<file path="src/rtl/led_pattern_gen.sv">
// Multi-channel LED pattern generator: prescaled OFF / BINARY / SCAN / BREATHE
// patterns with pause, step strobe and a free-running PWM for breathing.
module led_pattern_gen #(
  parameter int unsigned CHANNELS = 4,
  parameter int unsigned TICK_DIV = 24_000_000,
  parameter int unsigned PWM_BITS = 8
) (
  input  logic                clk,
  input  logic                rst_n,
  input  logic [1:0]          mode,
  input  logic                pause,
  output logic [CHANNELS-1:0] led,
  output logic                step
);

  localparam int unsigned PRESC_W = (TICK_DIV > 1) ? $clog2(TICK_DIV) : 1;
  localparam int unsigned POS_W   = (CHANNELS > 1) ? $clog2(CHANNELS) : 1;
  localparam logic [PRESC_W-1:0]  PRESC_MAX = PRESC_W'(TICK_DIV - 1);
  localparam logic [POS_W-1:0]    POS_MAX   = POS_W'(CHANNELS - 1);
  localparam logic [PWM_BITS-1:0] DUTY_MAX  = '1;
  localparam bit                  SINGLE_CH = (CHANNELS == 1);

  typedef enum logic [1:0] {
    M_OFF     = 2'd0,
    M_BINARY  = 2'd1,
    M_SCAN    = 2'd2,
    M_BREATHE = 2'd3
  } mode_e;

  mode_e               r_mode_q;
  logic [PRESC_W-1:0]  r_presc;
  logic [CHANNELS-1:0] r_cnt;
  logic [POS_W-1:0]    r_pos;
  logic                r_dir_up;
  logic [PWM_BITS-1:0] r_duty;
  logic                r_ddir_up;
  logic [PWM_BITS-1:0] r_pwm;
  logic                r_tick_d;

  logic                w_mode_chg;
  logic                w_tick;
  logic [CHANNELS-1:0] w_pattern;

  assign w_mode_chg = (mode != r_mode_q);
  assign w_tick     = (r_presc == PRESC_MAX) && !pause;

  // Pattern decoded from the current state; registered into led below.
  always_comb begin
    w_pattern = '0;
    case (r_mode_q)
      M_BINARY:  w_pattern = r_cnt;
      M_SCAN:    w_pattern = CHANNELS'(1) << r_pos;
      M_BREATHE: w_pattern = {CHANNELS{r_pwm < r_duty}};
      default:   w_pattern = '0;
    endcase
  end

  always_ff @(posedge clk or negedge rst_n) begin
    if (!rst_n) begin
      r_mode_q  <= M_OFF;
      r_presc   <= '0;
      r_cnt     <= '0;
      r_pos     <= '0;
      r_dir_up  <= 1'b1;
      r_duty    <= '0;
      r_ddir_up <= 1'b1;
      r_pwm     <= '0;
      r_tick_d  <= 1'b0;
      led       <= '0;
      step      <= 1'b0;
    end else begin
      r_pwm <= r_pwm + PWM_BITS'(1);
      led   <= w_pattern;
      // step is delayed one cycle so it lines up with the led value it announces
      r_tick_d <= w_tick && !w_mode_chg && (r_mode_q != M_OFF);
      step     <= r_tick_d;

      if (w_mode_chg) begin
        r_mode_q  <= mode_e'(mode);
        r_presc   <= '0;
        r_cnt     <= '0;
        r_pos     <= '0;
        r_dir_up  <= 1'b1;
        r_duty    <= '0;
        r_ddir_up <= 1'b1;
      end else begin
        if (!pause) begin
          r_presc <= (r_presc == PRESC_MAX) ? '0 : r_presc + PRESC_W'(1);
        end
        if (w_tick) begin
          case (r_mode_q)
            M_BINARY: r_cnt <= r_cnt + CHANNELS'(1);
            M_SCAN: begin
              if (SINGLE_CH) begin
                r_pos <= '0;
              end else if (r_dir_up) begin
                if (r_pos == POS_MAX) begin
                  r_pos    <= r_pos - POS_W'(1);
                  r_dir_up <= 1'b0;
                end else begin
                  r_pos <= r_pos + POS_W'(1);
                end
              end else begin
                if (r_pos == '0) begin
                  r_pos    <= POS_W'(1);
                  r_dir_up <= 1'b1;
                end else begin
                  r_pos <= r_pos - POS_W'(1);
                end
              end
            end
            M_BREATHE: begin
              if (r_ddir_up) begin
                if (r_duty == DUTY_MAX) begin
                  r_duty    <= r_duty - PWM_BITS'(1);
                  r_ddir_up <= 1'b0;
                end else begin
                  r_duty <= r_duty + PWM_BITS'(1);
                end
              end else begin
                if (r_duty == '0) begin
                  r_duty    <= PWM_BITS'(1);
                  r_ddir_up <= 1'b1;
                end else begin
                  r_duty <= r_duty - PWM_BITS'(1);
                end
              end
            end
            default: ;
          endcase
        end
      end
    end
  end

endmodule

</file>
<file path="config.mk">
export PLATFORM = sky130hd
export DESIGN_NAME = led_pattern_gen
export DESIGN_NICKNAME = d
export VERILOG_FILES = /design/src/rtl/led_pattern_gen.sv
export SDC_FILE = /design/constraint.sdc
export NUM_CORES = 1
export LEC_CHECK = 0
export BUFFER_PORTS_ARGS = -buffer_cell sky130_fd_sc_hd__buf_2
export CORE_MARGIN = 5
export CORE_UTILIZATION = 40
export CTS_CLUSTER_SIZE = 8
export DETAILED_ROUTE_END_ITERATION = 8
export HOLD_SLACK_MARGIN = 0.08
export PLACE_DENSITY = 0.65
export RECOVER_POWER = 25
export SETUP_SLACK_MARGIN = 0.02
export SLEW_MARGIN = 40
export SYNTH_ARGS = -nofsm -noshare
export SYNTH_HDL_FRONTEND = slang
export SYNTH_SLANG_ARGS = --single-unit
</file>
<file path="constraint.sdc">
create_clock -name clk -period 1.95 [get_ports clk]
set_input_delay 0.39 -clock clk [delete_from_list [all_inputs] [get_ports clk]]
set_output_delay 0.39 -clock clk [all_outputs]
set_load 0.02 [all_outputs]
</file>
==> impl_metrics.tcl <==
set metrics [dict create \
    cts_tree "done" \
    cp-start-kind "flip-flop" \
    critPathRequiredTime_ns 2.17 \
    fin_crit_sh_pct 103 \
    synth_cell_type_count 56 \
    hold_ws_ns 0.198 \
    gp_congestion 0.848 \
    antenna-diode-count 0 \
    hold_viol 0 \
    yosys.area.top_type "dfrtp_1" \
    max_freq_mhz 497 \
    ys_async_sr_fraction_pct 100 \
    io_pins 10 \
    worst_pin_slew_ns 1.12 \
    numPlacedInstances 481 \
    chipHeight_um 101 \
    period_needed_ns 2.01 \
    p_int_mw 1.87 \
    initial_core_util_pct 40.8 \
    tns_ns -0.400 \
    postRouteAntennaNets 0 \
    peakVddDrop_uv 369 \
    grt_pass1_wl_mm 13.0 \
    path_class "reg2reg" \
    critPathCaptureType "flip-flop" \
    clock_latency_ns 0.34 \
    antenna_found_initial 0 \
    path_clk_slew_ns 0.07 \
    swShare_pct 24.5 \
    dr.pass1.iters 4 \
    yosys-top-cells-area "dfrtp_1, ha_1, nand3_1" \
    outcome "finished, violations left" \
    p_sw_uw 604 \
    drt_iter0_markers 143 \
    cts_max_level 3 \
    routed_wl_mm 7.59 \
    cts_sinks 57 \
    synth_edf_count 0 \
    dpl_worst_slack_ns -0.105 \
    post-route-util_pct 49.4 \
    slowest_delay_ns 0.55 \
    std_cell_rows 33 \
    synth_common_cells "dfrtp_1, nand2_1, nor2_1, nand3_1, xor2_1" \
    grt.overflow.total 0 \
    clock_path_buffers 2 \
    worst_hold_path_type "in2reg" \
    p_clk_share_pct 44.9 \
    grt_setup_unrepaired "true" \
    slew_viol_final 0 \
    fp.dieW_um 101 \
    drt-wirelength-per-cell_um 15.0 \
    grt_max_degree 37 \
    drive_gt1_share_pct 21.4 \
    power.share.sequential_pct 48.2 \
    synth_area_mm2 0.00333 \
    synth_ff_type "dfrtp_1" \
    yosysWarnings 0 \
    avgSynthCellArea_um2 9.55 \
    vias_per_cell 5.46 \
    root_buffer "clkbuf_8" \
    syn_to_final_growth_pct 21.1 \
    portBuffers 9 \
    via_count 2766 \
    layoutNonFillerInstCount 507 \
    drc_errors 0 \
    ys_ff_latch 57 \
    slowest_stage "or4b_4" \
    fin_skew_ns 0.0130 \
    setup_viol 10 \
    hpwl_mm 5.45 \
    nets 415 \
    synth.most_common_cell "dfrtp_1" \
    syn_nets 367 \
    seq_area_frac_synth_pct 42.9 \
    path_cells "or4b_4 -> nor4_4 -> buf_12 -> buf_12 -> a31oi_2 -> buf_4 -> nand2_1 -> nand3_1" \
    core_mm2 0.00818 \
    comb_power_share_pct 6.9 \
    drv_cap 0 \
    p_leak_nw 1.73 \
    violations "negative setup slack" \
    cp.arrival_ns 2.24 \
    syn_inst 349 \
    grt_use_total_pct 15.9 \
    critPathMostFrequentCell "buf_12" \
    relSlewSlack_pct 25.6 \
    power_density_mw_per_mm2 612 \
    crit_fanout 6 \
    cts_made_buffers 9 \
    die_area_mm2 0.0103 \
    fin_ws_ns -0.0634 \
    grt_pass1_vias 2764 \
    synth_top_cell_area_share_pct 41.3 \
]
-- critical path: cells and delay by family, from the launching register on --
kind	cells	cell delay [ns]
AND/OR/NAND/NOR	4	0.88
buffers and inverters	3	0.47
flip-flops	1	0.39
AO/OA/AOI/OAI	1	0.17
-- layout make-up --
cell class | instances | area (um2)
fill | 770 | 4140
multi-input combinational | 268 | 1860
sequential | 57 | 1430
timing repair buffer | 49 | 374
clock buffer | 11 | 141
tap | 105 | 131
clock inverter | 5 | 55.1
inverter | 12 | 45.0
-- cells in the final DEF (no fill, tap or decap), types with 5 or more instances in the layout --
cell | netlist | final
mux2i_1 | 5 | 5
a21oi_1 | 12 | 9
ha_1 | 13 | 13
buf_2 | 0 | 7
clkbuf_8 | 0 | 10
nor3_1 | 7 | 7
inv_1 | 12 | 12
a31oi_1 | 7 | 7
and2_1 | 7 | 7
nand3_1 | 28 | 28
dfrtp_1 | 55 | 55
and3_1 | 6 | 6
xnor2_1 | 12 | 12
nor2_1 | 32 | 32
nand2_1 | 33 | 29
xor2_1 | 15 | 15
nand4_1 | 14 | 14
buf_4 | 3 | 34
o21ai_0 | 12 | 7
and4_1 | 8 | 8
-- cell families (layout without fill, tap and decap cells) --
logic type                 after synthesis  in the layout  synth area share [%]
buffers and inverters                   25             77                  3.38
muxes                                    7              7                  2.18
adders and majority gates               13             13                  4.88
DFF                                     57             57                  42.9
and+or+nand+nor                        164            165                  28.1
xor gates and xnor gates                27             27                  7.09
AOI/OAI and AO/OA                       56             56                  11.5
-- final timing paths --
kind	endpoint	from	slack (ns)	depth (start not counted)
worst max-delay path	r_duty[5]	r_presc[20]	-0.06	8
min in group asynchronous	r_pwm[7]	rst_n	0.64	3
max in group asynchronous	r_presc[0]	rst_n	0.40	3
worst min-delay path	r_mode_q[0]	mode[0]	0.20	1
worst max register to register	r_duty[5]	r_presc[20]	-0.06	8
worst min register to register	step	r_tick_d	0.35	0
-- power by group through the flow --
stage / clock, mW / sequential, mW / combinational [mW]
after floorplan: 0 / 1.21 / 0.0829
after CTS: 1.13 / 1.19 / 0.162
final: 1.11 / 1.19 / 0.171
after global placement: 0 / 1.21 / 0.156
after global routing: 1.19 / 1.19 / 0.191
after detailed placement: 0 / 1.21 / 0.158
-- flip-flops by register name (all words and copies together), names as in the netlist --
register and count:
led 4, r_cnt 4, r_ddir_up 1, r_dir_up 1, r_duty 8, r_mode_q 2, r_pos 2, r_presc 25
r_pwm 8, r_tick_d 1, step 1
-- what timing repair did --
| item | CTS | global route |
|---|---|---|
| hold endpoints to repair | 20 | 0 |
| cloned | 0 | 1 |
| buffers inserted | 5 | 3 |
| endpoints found under the setup margin | 9 | 37 |
| gates resized for setup | 4 | 16 |
| pin swaps | 3 | 6 |
| hold buffers | 1 | 0 |
-- per-layer routing --
metal	global-route usage (%)	routed length [um]	up-vias
met1	20.7	3650	1327
met2	25.4	3530	48
met4	6.24	151	0
met5	0	0	-
li1	-	-	1379
met3	3.93	264	12
-- per-stage QoR --
stage | area, um2 | total power, mW
finish | 4040 | 2.47
global route | 4040 | 2.57
CTS | 3960 | 2.49
detailed placement | 3690 | 1.37
global placement | 3690 | 1.37
floorplan | 3340 | 1.30
Power figures use the tool's default switching activity.
